$ cat config.mk
export PLATFORM = sky130hd
export DESIGN_NAME = x_timer_ctrl_8_bit
export DESIGN_NICKNAME = d
export VERILOG_FILES = /design/src/rtl/x_timer_ctrl_8_bit.sv
export SDC_FILE = /design/constraint.sdc
export NUM_CORES = 1
export LEC_CHECK = 0
export BUFFER_PORTS_ARGS = -buffer_cell sky130_fd_sc_hd__buf_2
export CAP_MARGIN = 25
export CORE_ASPECT_RATIO = 1.1
export CORE_MARGIN = 4
export CORE_UTILIZATION = 45
export DETAILED_ROUTE_END_ITERATION = 10
export GPL_TIMING_DRIVEN = 0
export PLACE_DENSITY = 0.71
export SYNTH_ARGS = -nofsm -noshare
export SYNTH_HDL_FRONTEND = slang
export SYNTH_SLANG_ARGS = --single-unit
$ cat constraint.sdc
create_clock -name i_clk -period 5.89 [get_ports i_clk]
set_input_delay 0.8835 -clock i_clk [delete_from_list [all_inputs] [get_ports i_clk]]
set_output_delay 0.8835 -clock i_clk [all_outputs]
set_load 0.02 [all_outputs]
$ cat src/rtl/x_timer_ctrl_8_bit.sv
// x_timer_ctrl_8_bit: programmable 8-bit period timer controller.
// Sequences an up-counter through IDLE/RUN/DONE with one-shot and periodic
// modes, a hold input, a terminal-count tick and a done flag.
//
// Ports:
//   i_clk, i_rst           clock, synchronous active-high reset
//   i_start, i_stop        start request, stop request (stop wins)
//   i_hold                 freezes the count while in RUN
//   i_mode                 0 = one-shot, 1 = periodic (latched on start)
//   i_period_7..0          period P, MSB first; 0 means 256 (latched on start)
//   o_count_7..0           current count, one net per bit, MSB first
//   o_busy, o_done         high in RUN / DONE
//   o_tick                 one-cycle registered pulse on terminal count
//
// Build option: define X_TIMER_CTRL_RETRIGGER_EN to let i_start in RUN
// relatch period/mode and restart the count; otherwise it is ignored.
module x_timer_ctrl_8_bit (
  input  logic i_clk,
  input  logic i_rst,
  input  logic i_start,
  input  logic i_stop,
  input  logic i_hold,
  input  logic i_mode,
  input  logic i_period_7,
  input  logic i_period_6,
  input  logic i_period_5,
  input  logic i_period_4,
  input  logic i_period_3,
  input  logic i_period_2,
  input  logic i_period_1,
  input  logic i_period_0,
  output logic o_count_7,
  output logic o_count_6,
  output logic o_count_5,
  output logic o_count_4,
  output logic o_count_3,
  output logic o_count_2,
  output logic o_count_1,
  output logic o_count_0,
  output logic o_busy,
  output logic o_done,
  output logic o_tick
);

  localparam int unsigned CNT_W = 8;

  localparam logic [1:0] ST_IDLE = 2'd0;
  localparam logic [1:0] ST_RUN  = 2'd1;
  localparam logic [1:0] ST_DONE = 2'd2;

  logic [1:0]       state_q,  state_d;
  logic [CNT_W-1:0] count_q,  count_d;
  logic [CNT_W-1:0] period_q, period_d;
  logic             mode_q,   mode_d;
  logic             tick_q,   tick_d;

  logic [CNT_W-1:0] period_in;
  logic [CNT_W-1:0] term;
  logic             restart_ok;

  assign period_in = {i_period_7, i_period_6, i_period_5, i_period_4,
                      i_period_3, i_period_2, i_period_1, i_period_0};

  // Modulo-256 subtraction makes P = 0 terminate at 255 (256 counts).
  assign term = period_q - CNT_W'(1);

`ifdef X_TIMER_CTRL_RETRIGGER_EN
  assign restart_ok = 1'b1;
`else
  assign restart_ok = (state_q != ST_RUN);
`endif

  // Next-state and datapath decode.
  always_comb begin
    state_d  = state_q;
    count_d  = count_q;
    period_d = period_q;
    mode_d   = mode_q;
    tick_d   = 1'b0;

    if (i_stop) begin
      state_d = ST_IDLE;
      count_d = '0;
    end else if (i_start && restart_ok) begin
      // Accepted start from IDLE, DONE, or RUN when retrigger is enabled.
      state_d  = ST_RUN;
      count_d  = '0;
      period_d = period_in;
      mode_d   = i_mode;
    end else begin
      case (state_q)
        ST_IDLE: count_d = '0;
        ST_RUN: begin
          if (!i_hold) begin
            if (count_q == term) begin
              tick_d = 1'b1;
              if (mode_q) count_d = '0;
              else        state_d = ST_DONE;
            end else begin
              count_d = count_q + CNT_W'(1);
            end
          end
        end
        ST_DONE: ;
        default: begin
          state_d = ST_IDLE;
          count_d = '0;
        end
      endcase
    end
  end

  // State registers with synchronous reset.
  always_ff @(posedge i_clk) begin
    if (i_rst) begin
      state_q  <= ST_IDLE;
      count_q  <= '0;
      period_q <= '0;
      mode_q   <= 1'b0;
      tick_q   <= 1'b0;
    end else begin
      state_q  <= state_d;
      count_q  <= count_d;
      period_q <= period_d;
      mode_q   <= mode_d;
      tick_q   <= tick_d;
    end
  end

  assign {o_count_7, o_count_6, o_count_5, o_count_4,
          o_count_3, o_count_2, o_count_1, o_count_0} = count_q;
  assign o_busy = (state_q == ST_RUN);
  assign o_done = (state_q == ST_DONE);
  assign o_tick = tick_q;

endmodule

==> out/metrics.yaml, run 1 <==
status: "completed"
clkTransAtPathRegs_ns: 0.10
end_kind: "flop"
grt.overflow.total: 0
dr.first_iter.drc_count: 24
maxCapViolations: 0
hold_path_end: "count_q[7]$_SDFFE_PP0P_"
numCtsBuffers: 3
syn_inst: 134
fmax_ghz: 0.3630
die_h_microns: 61.54
wl_microns: 2563
slew_headroom: 0.5863
period_needed_ns: 2.754
max_slew.worst_pin.slew_ns: 0.6149
start_kind: "flop"
cts_resized: 0
detail_route.wl_per_cell_microns: 13.42
hold_viol_final: 0
cts-htree-levels: 1
power_density_nw_per_um2: 181.6
syn_nets: 150
worst_slack_ns: 3.136
rr_endpoint: "count_q[5]$_SDFFE_PP0P_"
antenna_left: 0
n_antenna_cell: 0
cts_root_buffer: "clkbuf_4"
dp.cells: 188
ys_warn_count: 0
crit_fanout: 10
yosysTopAreaCell: "dfxtp_1"
crit_required_ns: 6.08
vdd_ir_drop_max_mv: 0.1144
first_pass_iters: 4
vias: 1062
cts_sinks: 20
io_buffers: 23
utilization: 0.5404
setup_viol: 0
hold_class: "flop to flop"
syn_area_sq_um: 1172
rsz0062_at_grt: "false"
r2r.worst_path.cells: 7
mostFrequentLayoutCell: "buf_2"
ff2ff_setup_slack_ns: 3.14
yosysUniqueCellTypes: 31
grt_first_pass_wirelength_microns: 4547
num_rows: 19
initial_core_util: 0.4697
dp_hpwl_microns: 2015
yosys.area.top_type_share: 0.3415
stdcell_count: 191
clock_skew_ns: 0.006090
final_cell_mix: "buf_2, dfxtp_1, mux2i_1, nor2_1, nand3_1"
finalCritPeriodShare: 0.4677
arrival_ns: 2.95
area_growth_pct: 15.05
grt_max_degree: 11
fin_nets: 178
synth.area.top_cells: "dfxtp_1, mux2i_1, nand3_1"
grt_pass1_vias: 1088
hold_buffers: 0
antenna_found_initial: 0
whs_path_depth: 2
r2r_start: "period_q[2]$_SDFFE_PP0P_"
drv_slew: 0
ys_seq_elements: 20
place_ws_ns: 3.166
drc: 0
cts_setup_buffers: 0
p_leak_uw: 0.0005675
core_area_sq_um: 2496
clock_latency_ns: 0.30
worstHoldStart: "count_q[7]$_SDFFE_PP0P_"
avgSynthCellArea_sq_um: 8.749
drive_gt1_frac: 0.2000
ioPinCount: 25
gp_congestion: 0.7704
seq_area_frac_synth: 0.3415
setup_tns_ns: 0
cts_tree: "yes"
track_usage: 0.1653
path_class: "flop to flop"
dieArea_sq_um: 3487
avgViaCountPerCell: 5.560
timing.hold.ws_ns: 0.5152
fp.dieW_microns: 56.67
cts_buffer_depth: 2
final cells by class:
class / count / area [sq um]
Timing Repair Buffer: 23 / 115.1
Buffer: 5 / 18.77
Tap cell: 31 / 38.79
Fill cell: 253 / 1147
Inverter: 6 / 22.52
Clock buffer: 3 / 22.52
Multi-Input combinational cell: 103 / 730.7
Sequential cell: 20 / 400.4
power breakdown:
group | internal, uW | leakage [uW] | switching, uW
Combinational | 19.2 | 0.000391 | 20.1
Sequential | 139 | 0.000162 | 3.79
Clock | 23.9 | 0.0000138 | 39.3
Total | 182 | 0.000568 | 63.2
sequential cells by signal (all words and copies together) (netlist names):
register  cells
count_q       8
state_q       2
period_q      8
o_tick        1
mode_q        1
cells by family (layout without fill, tap and decap cells):
group           after synthesis  count (layout)  synth area share
simple gates                 58              58            0.2775
xor+xnor                     10              10           0.08965
compound gates               16              16           0.08858
fa+ha+maj                     2               2           0.02134
flops                        20              20            0.3415
mux                          17              17            0.1462
buf+inv                      11              37           0.03521
worst max-delay path, stage by stage (launching register included):
cell and delay, ns:
dfxtp_1 0.38, or4_4 0.57, or4_1 0.53, a211oi_2 0.33
nand4_1 0.32, clkbuf_1 0.31, nand3_1 0.14, mux2i_1 0.07
Yosys cell counts (all sizes together):
cell type,instances
or2,2
clkbuf,4
and3,2
inv,6
nor3,3
mux2i,16
or4,3
mux2,1
a221oi,1
a211oi,1
nand4,3
xor2,5
nand2b,3
nor3b,3
nor4,2
nor2,12
buf,1
xnor2,4
dfxtp,20
nand3b,7
and4,1
ha,2
o21a,2
xnor3,1
a21oi,10
a41o,1
or3,1
nand3,11
nand2,5
o31ai,1
through the flow:
stage               total power (uW)  area [sq um]
finish                         244.9          1349
global route                   258.8          1349
CTS                            247.9          1349
detailed placement             185.2          1326
global placement               182.8          1326
floorplan                      174.3          1172
worst max-delay path by stage:
stage	depth (start not counted)	slack [ns]	endpoint	startpoint
6_report	7	3.14	count_q[5]$_SDFFE_PP0P_	period_q[2]$_SDFFE_PP0P_
5_1_grt	7	2.92	count_q[5]$_SDFFE_PP0P_	period_q[2]$_SDFFE_PP0P_
4_1_cts	7	3.14	count_q[5]$_SDFFE_PP0P_	period_q[2]$_SDFFE_PP0P_
3_5_place_dp	7	3.17	count_q[6]$_SDFFE_PP0P_	period_q[2]$_SDFFE_PP0P_
3_3_place_gp	6	3.22	count_q[1]$_SDFFE_PP0P_	period_q[2]$_SDFFE_PP0P_
2_1_floorplan	6	3.39	count_q[1]$_SDFFE_PP0P_	period_q[2]$_SDFFE_PP0P_
layer usage:
metal / global-route usage / vias to the layer above / routed length (microns)
li1: - / 534 / -
met2: 0.2871 / 26 / 1230
met1: 0.1896 / 497 / 1150
met5: 0 / - / 0
met4: 0.08814 / 0 / 46
met3: 0.04193 / 5 / 136
No activity file was read; power rests on OpenSTA's default activity.
==> run 2, diff against run 1 <==
- PLACE_DENSITY: 0.71 -> 0.73
- clock period: 5.89 -> 2.3 ns (I/O delays scaled with it)
==> out/metrics.yaml, run 2 (synthesis results as in run 1) <==
status: "complete, but fails checks"
violations: "setup timing"
grt_first_pass_wirelength_microns: 4402
crit_fanout: 4
drv_slew: 0
stdcell_count: 199
cpPeakStageDelay_ns: 0.56
dr.first_iter.drc_count: 51
drive_gt1_frac: 0.3036
first_pass_iters: 6
fmax_ghz: 0.3936
crit_chain: "or4_4 -> or4_4 -> a211oi_4 -> nand3_2 -> or4_4 -> nor3b_1"
end_kind: "flop"
p_leak_uw: 0.0006367
detail_route.wl_per_cell_microns: 13.94
antenna_found_initial: 0
wl_microns: 2775
ioPinCount: 25
finalCritPeriodShare: 1.105
power_density_nw_per_um2: 514.3
r2r_start: "period_q[5]$_SDFFE_PP0P_"
grt.overflow.total: 0
worst_slack_ns: -0.2408
grt_pass1_vias: 1078
dieArea_sq_um: 3487
fin_nets: 185
start_kind: "flop"
numCtsBuffers: 3
critical_path.top_delay_family: "simple AND/OR/NAND/NOR gates"
crit_required_ns: 2.51
vdd_ir_drop_max_mv: 0.3518
path_class: "flop to flop"
cts_root_buffer: "clkbuf_4"
area_growth_pct: 28.17
drc: 0
path_buf_inv: 0
die_h_microns: 61.54
max_slew.worst_pin.slew_ns: 0.6419
fp.dieW_microns: 56.67
r2r.worst_path.cells: 6
worstHoldStart: "i_period_3"
crit_path_frequent_cell: "or4_4"
gp_congestion: 0.7706
num_rows: 19
initial_core_util: 0.4697
hold_class: "input pin to flop"
final_cell_mix: "buf_2, dfxtp_1, mux2i_1, nor2_1, nand3_1"
cpMaxStageDelayCell: "or4_4"
cp.depth: 6
hold_viol_final: 0
mostFrequentLayoutCell: "buf_2"
track_usage: 0.1569
hold_buffers: 0
io_buffers: 23
dp_hpwl_microns: 1924
whs_path_depth: 3
clock_latency_ns: 0.30
reg_top3: "count_q x8, period_q x8, state_q x2"
clkTransAtPathRegs_ns: 0.12
setup_tns_ns: -2.063
place_area_sq_um: 1338
final_area_sq_um: 1503
arrival_ns: 2.75
period_needed_ns: 2.541
n_antenna_cell: 0
cts_tree: "yes"
rsz0062_at_grt: "true"
avgViaCountPerCell: 5.744
clock_skew_ns: 0.001799
setup_viol: 11
cts_sinks: 20
cts-htree-levels: 1
slew_headroom: 0.5681
maxCapViolations: 0
worstSetupStartpoint: "period_q[5]$_SDFFE_PP0P_"
grt_max_degree: 13
dp.cells: 188
core_area_sq_um: 2496
vias: 1143
cts_buffer_depth: 2
antenna_left: 0
place_ws_ns: -0.2267
[run 2: cell count changes in the layout (fill, tap and decap cells not counted), sizes merged]
cell	delta
buf	+7
bufinv	+1
[run 2: worst register-to-register path: cells and delay by family (launching register included)]
family | cells | cell delay, ns
flip-flops | 1 | 0.34
AND/OR/NAND/NOR | 5 | 1.78
AO/OA/AOI/OAI | 1 | 0.32
[run 2: final cells by class]
cell class	instances	area, sq um
buffer	5	20.02
inverter	6	22.52
multi-input combinational	103	782.0
tap	31	38.79
clock buffer	3	22.52
timing repair buffer	30	183.9
clock inverter	1	30.03
fill	224	993.5
sequential	20	402.9
[run 2: routing by layer]
layer	GRT usage	share of wire
met5	0	0
met3	0.03145	0.048
met2	0.2937	0.49
met4	0.06780	0.023
met1	0.1749	0.44
[run 2: what timing repair did]
item | 4_1_cts | 5_1_grt
resized for setup | 4 | 6
setup buffers | 6 | 1
setup endpoints to repair | 10 | 11
endpoints found under the hold margin | 0 | 0
pin swaps | 3 | 1
[run 2: final timing paths]
| path | endpoint | slack (ns) |
|---|---|---|
| setup / recovery | state_q[0]$_SDFFE_PP0P_ | -0.24 |
| hold / removal | period_q[3]$_SDFFE_PP0P_ | 0.27 |
| setup reg to reg | state_q[0]$_SDFFE_PP0P_ | -0.24 |
| hold reg to reg | period_q[1]$_SDFFE_PP0P_ | 0.53 |
[run 2: power by group]
group	switching, uW	internal [uW]	leakage, uW	total (uW)
Sequential	8.69	355	0.000163	364
Clock	113	176	0.0000279	289
Combinational	62.6	57.2	0.000446	120
[run 2: metrics by stage]
stage	hold slack (ns)	total power (uW)	utilization
after floorplan	0.4221	446.8	-
after global placement	0.4946	468.2	0.5358
after detailed placement	0.5086	471.9	0.5358
after CTS	0.2364	772.4	0.5865
after global routing	0.2652	804.8	0.6020
final	0.2694	772.8	0.6020
